**config.mk**
```make
export PLATFORM = sky130hd
export DESIGN_NAME = updown_seq_ctrl
export DESIGN_NICKNAME = d
export VERILOG_FILES = /design/src/rtl/updown_ctrl_pkg.sv /design/src/rtl/updown_core.sv /design/src/rtl/updown_seq_ctrl.sv
export SDC_FILE = /design/constraint.sdc
export NUM_CORES = 1
export LEC_CHECK = 0
export CAP_MARGIN = 25
export CORE_MARGIN = 3
export CORE_UTILIZATION = 55
export CTS_BUF_LIST = sky130_fd_sc_hd__clkbuf_8
export DETAILED_ROUTE_END_ITERATION = 10
export MAX_ROUTING_LAYER = met4
export PLACE_DENSITY = 0.83
export SKIP_LAST_GASP = 1
export SYNTH_ARGS = -nofsm -noshare
export SYNTH_HDL_FRONTEND = slang
export SYNTH_HIERARCHICAL = 1
export SYNTH_SLANG_ARGS = --single-unit
```
**constraint.sdc**
```tcl
create_clock -name clk -period 7.6 [get_ports clk]
set_clock_uncertainty 0.2 [all_clocks]
set_input_delay 1.52 -clock clk [delete_from_list [all_inputs] [get_ports clk]]
set_output_delay 1.52 -clock clk [all_outputs]
set_load 0.03 [all_outputs]
```
**src/rtl/updown_ctrl_pkg.sv**
```systemverilog
// Shared types and constants for the up/down scan sequencer.
package updown_ctrl_pkg;

  typedef enum logic [1:0] {
    IDLE     = 2'd0,
    RUN_UP   = 2'd1,
    RUN_DOWN = 2'd2,
    DONE     = 2'd3
  } state_t;

  localparam logic [1:0] MODE_UP       = 2'b00;
  localparam logic [1:0] MODE_DOWN     = 2'b01;
  localparam logic [1:0] MODE_PINGPONG = 2'b10;
  localparam logic [1:0] MODE_FREERUN  = 2'b11;

endpackage

```
**src/rtl/updown_core.sv**
```systemverilog
// Loadable up/down counter; load takes priority over a count step.
module updown_core #(
  parameter int WIDTH = 4
) (
  input  logic             clk,
  input  logic             rst,
  input  logic             load,
  input  logic [WIDTH-1:0] load_val,
  input  logic             en,
  input  logic             up,
  output logic [WIDTH-1:0] q
);

  logic [WIDTH-1:0] q_q, q_d;

  always_comb begin
    q_d = q_q;
    if (load) begin
      q_d = load_val;
    end else if (en) begin
      q_d = up ? q_q + 1'b1 : q_q - 1'b1;
    end
  end

  always_ff @(posedge clk or posedge rst) begin
    if (rst) q_q <= '0;
    else     q_q <= q_d;
  end

  assign q = q_q;

endmodule

```
**src/rtl/updown_seq_ctrl.sv**
```systemverilog
// Bounded up/down scan sequencer: one-shot, ping-pong and free-run wrap modes.
// Optional step prescaler enabled by defining PRESCALE_EN.
module updown_seq_ctrl
  import updown_ctrl_pkg::*;
#(
  parameter int WIDTH        = 4,
  parameter int PASS_W       = 4,
  parameter int PRESCALE_DIV = 4
) (
  input  logic              clk,
  input  logic              rst,
  input  logic              start,
  input  logic              stop,
  input  logic [1:0]        mode,
  input  logic [WIDTH-1:0]  lo_lim,
  input  logic [WIDTH-1:0]  hi_lim,
  input  logic [PASS_W-1:0] npass,
  output logic [WIDTH-1:0]  cnt,
  output logic              dir,
  output logic              busy,
  output logic              done,
  output logic              wrap,
  output logic              err
);

  state_t              state_q, state_d;
  logic [1:0]          mode_q, mode_d;
  logic [WIDTH-1:0]    lo_q, lo_d, hi_q, hi_d;
  logic [PASS_W-1:0]   npass_q, npass_d, pass_q, pass_d;
  logic                dir_q, dir_d, wrap_q, wrap_d, err_q, err_d;

  logic                core_load, core_en, core_up;
  logic [WIDTH-1:0]    core_load_val;
  logic                accept, step, last_pass;
  logic [PASS_W-1:0]   npass_eff;

  assign accept    = (state_q == IDLE) && start && !stop && (lo_lim <= hi_lim);
  assign npass_eff = (npass_q == '0) ? PASS_W'(1) : npass_q;
  assign last_pass = ((pass_q + 1'b1) == npass_eff);

`ifdef PRESCALE_EN
  localparam int PW = (PRESCALE_DIV > 1) ? $clog2(PRESCALE_DIV) : 1;
  logic [PW-1:0] presc_q, presc_d;
  logic          running;

  assign running = (state_q == RUN_UP) || (state_q == RUN_DOWN);
  assign step    = (presc_q == PW'(PRESCALE_DIV - 1));

  always_comb begin
    presc_d = presc_q;
    if (accept)       presc_d = '0;
    else if (running) presc_d = step ? '0 : presc_q + 1'b1;
  end

  always_ff @(posedge clk or posedge rst) begin
    if (rst) presc_q <= '0;
    else     presc_q <= presc_d;
  end
`else
  // PRESCALE_DIV has no effect without the prescaler
  logic unused_prescale_div;
  assign unused_prescale_div = (PRESCALE_DIV != 0);
  assign step = 1'b1;
`endif

  always_ff @(posedge clk or posedge rst) begin
    if (rst) state_q <= IDLE;
    else     state_q <= state_d;
  end

  always_ff @(posedge clk or posedge rst) begin
    if (rst) begin
      mode_q  <= MODE_UP;
      lo_q    <= '0;
      hi_q    <= '0;
      npass_q <= '0;
      pass_q  <= '0;
      dir_q   <= 1'b1;
      wrap_q  <= 1'b0;
      err_q   <= 1'b0;
    end else begin
      mode_q  <= mode_d;
      lo_q    <= lo_d;
      hi_q    <= hi_d;
      npass_q <= npass_d;
      pass_q  <= pass_d;
      dir_q   <= dir_d;
      wrap_q  <= wrap_d;
      err_q   <= err_d;
    end
  end

  always_comb begin
    state_d       = state_q;
    mode_d        = mode_q;
    lo_d          = lo_q;
    hi_d          = hi_q;
    npass_d       = npass_q;
    pass_d        = pass_q;
    dir_d         = dir_q;
    wrap_d        = 1'b0;
    err_d         = 1'b0;
    core_load     = 1'b0;
    core_load_val = lo_q;
    core_en       = 1'b0;
    core_up       = dir_q;

    case (state_q)
      IDLE: begin
        if (start && !stop && (lo_lim > hi_lim)) begin
          err_d = 1'b1;
        end else if (accept) begin
          mode_d    = mode;
          lo_d      = lo_lim;
          hi_d      = hi_lim;
          npass_d   = npass;
          pass_d    = '0;
          core_load = 1'b1;
          if (mode == MODE_DOWN) begin
            core_load_val = hi_lim;
            dir_d         = 1'b0;
            state_d       = RUN_DOWN;
          end else begin
            core_load_val = lo_lim;
            dir_d         = 1'b1;
            state_d       = RUN_UP;
          end
          // A zero-length range has nothing to scan, except in free-run
          if ((lo_lim == hi_lim) && (mode != MODE_FREERUN)) state_d = DONE;
        end
      end

      RUN_UP: begin
        if (stop) begin
          state_d = IDLE;
        end else if (step) begin
          if (cnt < hi_q) begin
            core_en = 1'b1;
            core_up = 1'b1;
          end else begin
            case (mode_q)
              MODE_FREERUN: begin
                core_load     = 1'b1;
                core_load_val = lo_q;
                wrap_d        = 1'b1;
              end
              MODE_PINGPONG: begin
                pass_d = pass_q + 1'b1;
                if (last_pass) begin
                  state_d = DONE;
                end else begin
                  dir_d   = 1'b0;
                  state_d = RUN_DOWN;
                  core_en = 1'b1;
                  core_up = 1'b0;
                end
              end
              default: state_d = DONE;
            endcase
          end
        end
      end

      RUN_DOWN: begin
        if (stop) begin
          state_d = IDLE;
        end else if (step) begin
          if (cnt > lo_q) begin
            core_en = 1'b1;
            core_up = 1'b0;
          end else if (mode_q == MODE_PINGPONG) begin
            pass_d = pass_q + 1'b1;
            if (last_pass) begin
              state_d = DONE;
            end else begin
              dir_d   = 1'b1;
              state_d = RUN_UP;
              core_en = 1'b1;
              core_up = 1'b1;
            end
          end else begin
            state_d = DONE;
          end
        end
      end

      DONE:    state_d = IDLE;
      default: state_d = IDLE;
    endcase
  end

  always_comb begin
    busy = (state_q == RUN_UP) || (state_q == RUN_DOWN);
    done = (state_q == DONE);
    dir  = dir_q;
    wrap = wrap_q;
    err  = err_q;
  end

  updown_core #(
    .WIDTH (WIDTH)
  ) u_core (
    .clk      (clk),
    .rst      (rst),
    .load     (core_load),
    .load_val (core_load_val),
    .en       (core_en),
    .up       (core_up),
    .q        (cnt)
  );

endmodule

```
==> results.py <==
metrics = {
    "run_status": {
        "status": "finished clean",
    },
    "finish": {
        "layout-drive-gt1-share_pct": 4.58,
        "areaGrowthSynthToFinish_pct": 16.3,
        "final_core_util_pct": 68.6,
        "nets": 300,
        "nFillCells": 276,
        "fin_cells": 308,
        "num_antenna_cells": 0,
    },
    "timing": {
        "fin_tns_setup_ns": 0,
        "finalHoldViolations": 0,
        "clock.fmax_mhz": 204,
        "finalCriticalPeriod_ns": 4.89,
        "period_share_pct": 64.4,
        "relSlewSlack_pct": 36.1,
        "setup_violations": 0,
        "worstMarginPinSlew_ns": 0.948,
        "slew_viol_final": 0,
        "rsz0062_at_grt": "false",
    },
    "drt": {
        "initialDrtViolationCount": 146,
        "post_drt_via_cell_ratio": 5.64,
        "drt_pass1_iterations": 5,
        "drc": 0,
        "antenna_left": 0,
        "routedWlPerCell_um": 13.8,
        "drt_wl_total_um": 4240,
        "vias": 1736,
    },
    "yosys": {
        "async_flop_share_pct": 100,
        "synth_compound_area_share_pct": 19.2,
        "yosys.area_share.adder_pct": 12.1,
        "synth_top_family_by_area": "simple AND/OR/NAND/NOR gates",
        "syn-instance-count": 240,
        "synth_xor_area_share_pct": 3.02,
        "synth_warnings": 6,
        "synth-simple-area-share_pct": 22.7,
        "ys_ff_latch": 27,
        "syn_nets": 277,
        "yosysSeqAreaShare_pct": 33.4,
        "synthMuxAreaShare_pct": 3.45,
        "netlist_area_um2": 2030,
        "avgSynthCellArea_um2": 8.45,
        "ys_types": 48,
        "synth_edf_count": 0,
        "synthFlopType": "dfrtp_1",
    },
    "floorplanning": {
        "die_w_um": 66.7,
        "core_area_um2": 3440,
        "ioPinCount": 27,
        "dieArea_um2": 4450,
        "die_h_um": 66.7,
        "start_util_pct": 58.9,
        "num_rows": 21,
    },
    "clock_tree": {
        "post_cts_resized": 0,
        "cts-root-buf": "clkbuf_8",
        "h-tree-depth": 1,
        "clk_pin_slew_ns": 0.10,
        "cts_tree": "built",
        "cts.sinks": 27,
        "postCtsSetupRepairBufs": 0,
        "cts_buffers": 3,
        "worstSkewPairLatency_ns": 0.27,
        "holdBufCountCts": 0,
        "clockBufferDepth": 2,
    },
    "setup_path": {
        "critPathArrivalTime_ns": 4.91,
        "end_kind": "flip-flop",
        "r2r_end": "u_core/q[2]$_DFFE_PP0P_",
        "worst-path-max-fanout": 16,
        "rrSetupSlack_ns": 3.84,
        "worst-setup-path-type": "input pin to flip-flop",
        "rr_worst_depth": 12,
        "crit_required_ns": 7.61,
        "startpoint_type": "input pin",
        "setup.worst_path.start": "hi_lim[1]",
        "r2r_start": "pass_q[0]$_DFFE_PP0P_",
    },
    "power": {
        "p_total_uw": 1000,
        "leakage_uw": 0.00106,
        "ir_worst_vdd_mv": 0.193,
        "power_density_nw_per_um2": 425,
    },
    "grt": {
        "grt_max_degree": 24,
        "grtUsageTotal_pct": 21.6,
        "grt_pass1_wl_um": 7180,
        "grt_pass1_vias": 1594,
        "antenna_found_initial": 0,
        "grt_overflow": 0,
    },
    "placed_design": {
        "routabilityCongestion": 0.906,
        "dpl.hpwl_um": 3360,
        "portBuffers": 26,
        "place_inst": 304,
    },
    "min_path": {
        "whs_path_depth": 2,
        "hold_end": "lo_q[2]$_DFFE_PP0P_",
        "hold_start": "lo_q[2]$_DFFE_PP0P_",
        "hold_class": "flip-flop to flip-flop",
    },
    "run": {
        "maxCapViolations": 0,
    },
}
## layout by cell type, fill, tap and decap left out, types with 4 or more instances in the layout
cell / Yosys / routed
nand2_1: 44 / 44
dfrtp_1: 26 / 26
clkdlybuf4s50_1: 0 / 26
inv_1: 23 / 24
o21ai_0: 22 / 22
ha_1: 18 / 18
nor2_1: 11 / 11
a21oi_1: 9 / 9
mux2i_1: 7 / 7
nand2b_1: 5 / 5
nand3_1: 5 / 5
nor2b_1: 5 / 5
xnor2_1: 4 / 4
## layer usage
metal	vias up	global-route usage [%]	routed length [µm]
li1	877	-	-
met1	806	27.2	1930
met2	45	35.5	2030
met3	8	4.05	208
met4	0	6.09	74
met5	-	-	0
## cells by family (layout without fill, tap and decap cells)
family                     after synthesis  in the layout
buffers and inverters                   32             54
AOI/OAI and AO/OA                       57             57
DFF                                     27             27
xor gates and xnor gates                 7              7
adders and majority gates               19             19
muxes                                    7              7
and+or+nand+nor                         91             91
## registers in the layout, summed over array words and instances (netlist names)
signal and count:
dir 1, err 1, hi_q 4, lo_q 4
mode_q 2, npass_q 4, pass_q 4, state_q 2
u_core/q 4, wrap 1
## synth_stat cells, types with 2 or more instances
library cell / number / share of area, %
o21ai_0: 22 / 5.4
o21a_1: 2 / 0.74
a211oi_1: 2 / 0.74
o2bb2ai_1: 2 / 0.86
nor2b_1: 5 / 1.5
nor2_1: 11 / 2.0
dfrtp_1: 26 / 32
nand3b_1: 3 / 1.1
xnor2_1: 4 / 1.7
xor2_1: 3 / 1.3
nand4_1: 2 / 0.62
mux2i_1: 7 / 3.5
nand2b_1: 5 / 1.5
o22ai_1: 3 / 0.93
or4b_1: 2 / 0.99
nor3_1: 2 / 0.49
a211oi_2: 2 / 1.2
ha_1: 18 / 11
nand2_1: 44 / 8.1
o211ai_1: 3 / 1.1
or2_2: 2 / 0.62
nand3_1: 5 / 1.2
inv_1: 23 / 4.3
clkbuf_1: 7 / 1.3
a21oi_1: 9 / 2.2
nor3b_1: 3 / 1.1
a21boi_1: 2 / 0.74
## final cells by class
| type | instances | area [µm²] | share of cell area (%) |
|---|---|---|---|
| multi-input combinational | 181 | 1230 | 52.0 |
| sequential | 27 | 677 | 28.7 |
| timing repair buffer | 27 | 268 | 11.3 |
| inverter | 23 | 86.3 | 3.66 |
| tap | 46 | 57.6 | 2.44 |
| clock buffer | 3 | 41.3 | 1.75 |
| clock inverter | 1 | 3.75 | 0.159 |
## worst max-delay path: stages
cell	delay, ns
clkdlybuf4s50_1	0.47
inv_1	0.06
ha_1	0.30
and4_1	0.24
a211oi_2	0.33
or4b_1	0.51
o21ai_0	0.50
or4b_1	0.59
a221o_1	0.30
nand3_1	0.08
## where the power goes
part / internal [µW] / switching (µW) / total [µW]
clock network: 36.2 / 44.5 / 80.8
registers: 208 / 60.1 / 268
logic: 283 / 371 / 654
## stage by stage
stage               area (µm²)  worst slack [ns]  hold WS [ns]
floorplan                 2030              3.52         0.247
global placement          2310              2.59         0.274
detailed placement        2310              2.45         0.280
CTS                       2360              2.74         0.303
global route              2360              2.49         0.319
finish                    2360              2.71         0.295
## worst max-delay path by stage
stage,slack (ns),to,depth (start not counted)
floorplan,3.52,u_core/q[3]$_DFFE_PP0P_,11
global placement,2.59,u_core/q[3]$_DFFE_PP0P_,10
detailed placement,2.45,u_core/q[3]$_DFFE_PP0P_,10
CTS,2.74,u_core/q[3]$_DFFE_PP0P_,10
global route,2.49,u_core/q[3]$_DFFE_PP0P_,10
finish,2.71,u_core/q[3]$_DFFE_PP0P_,10
Power figures use the tool's default switching activity.
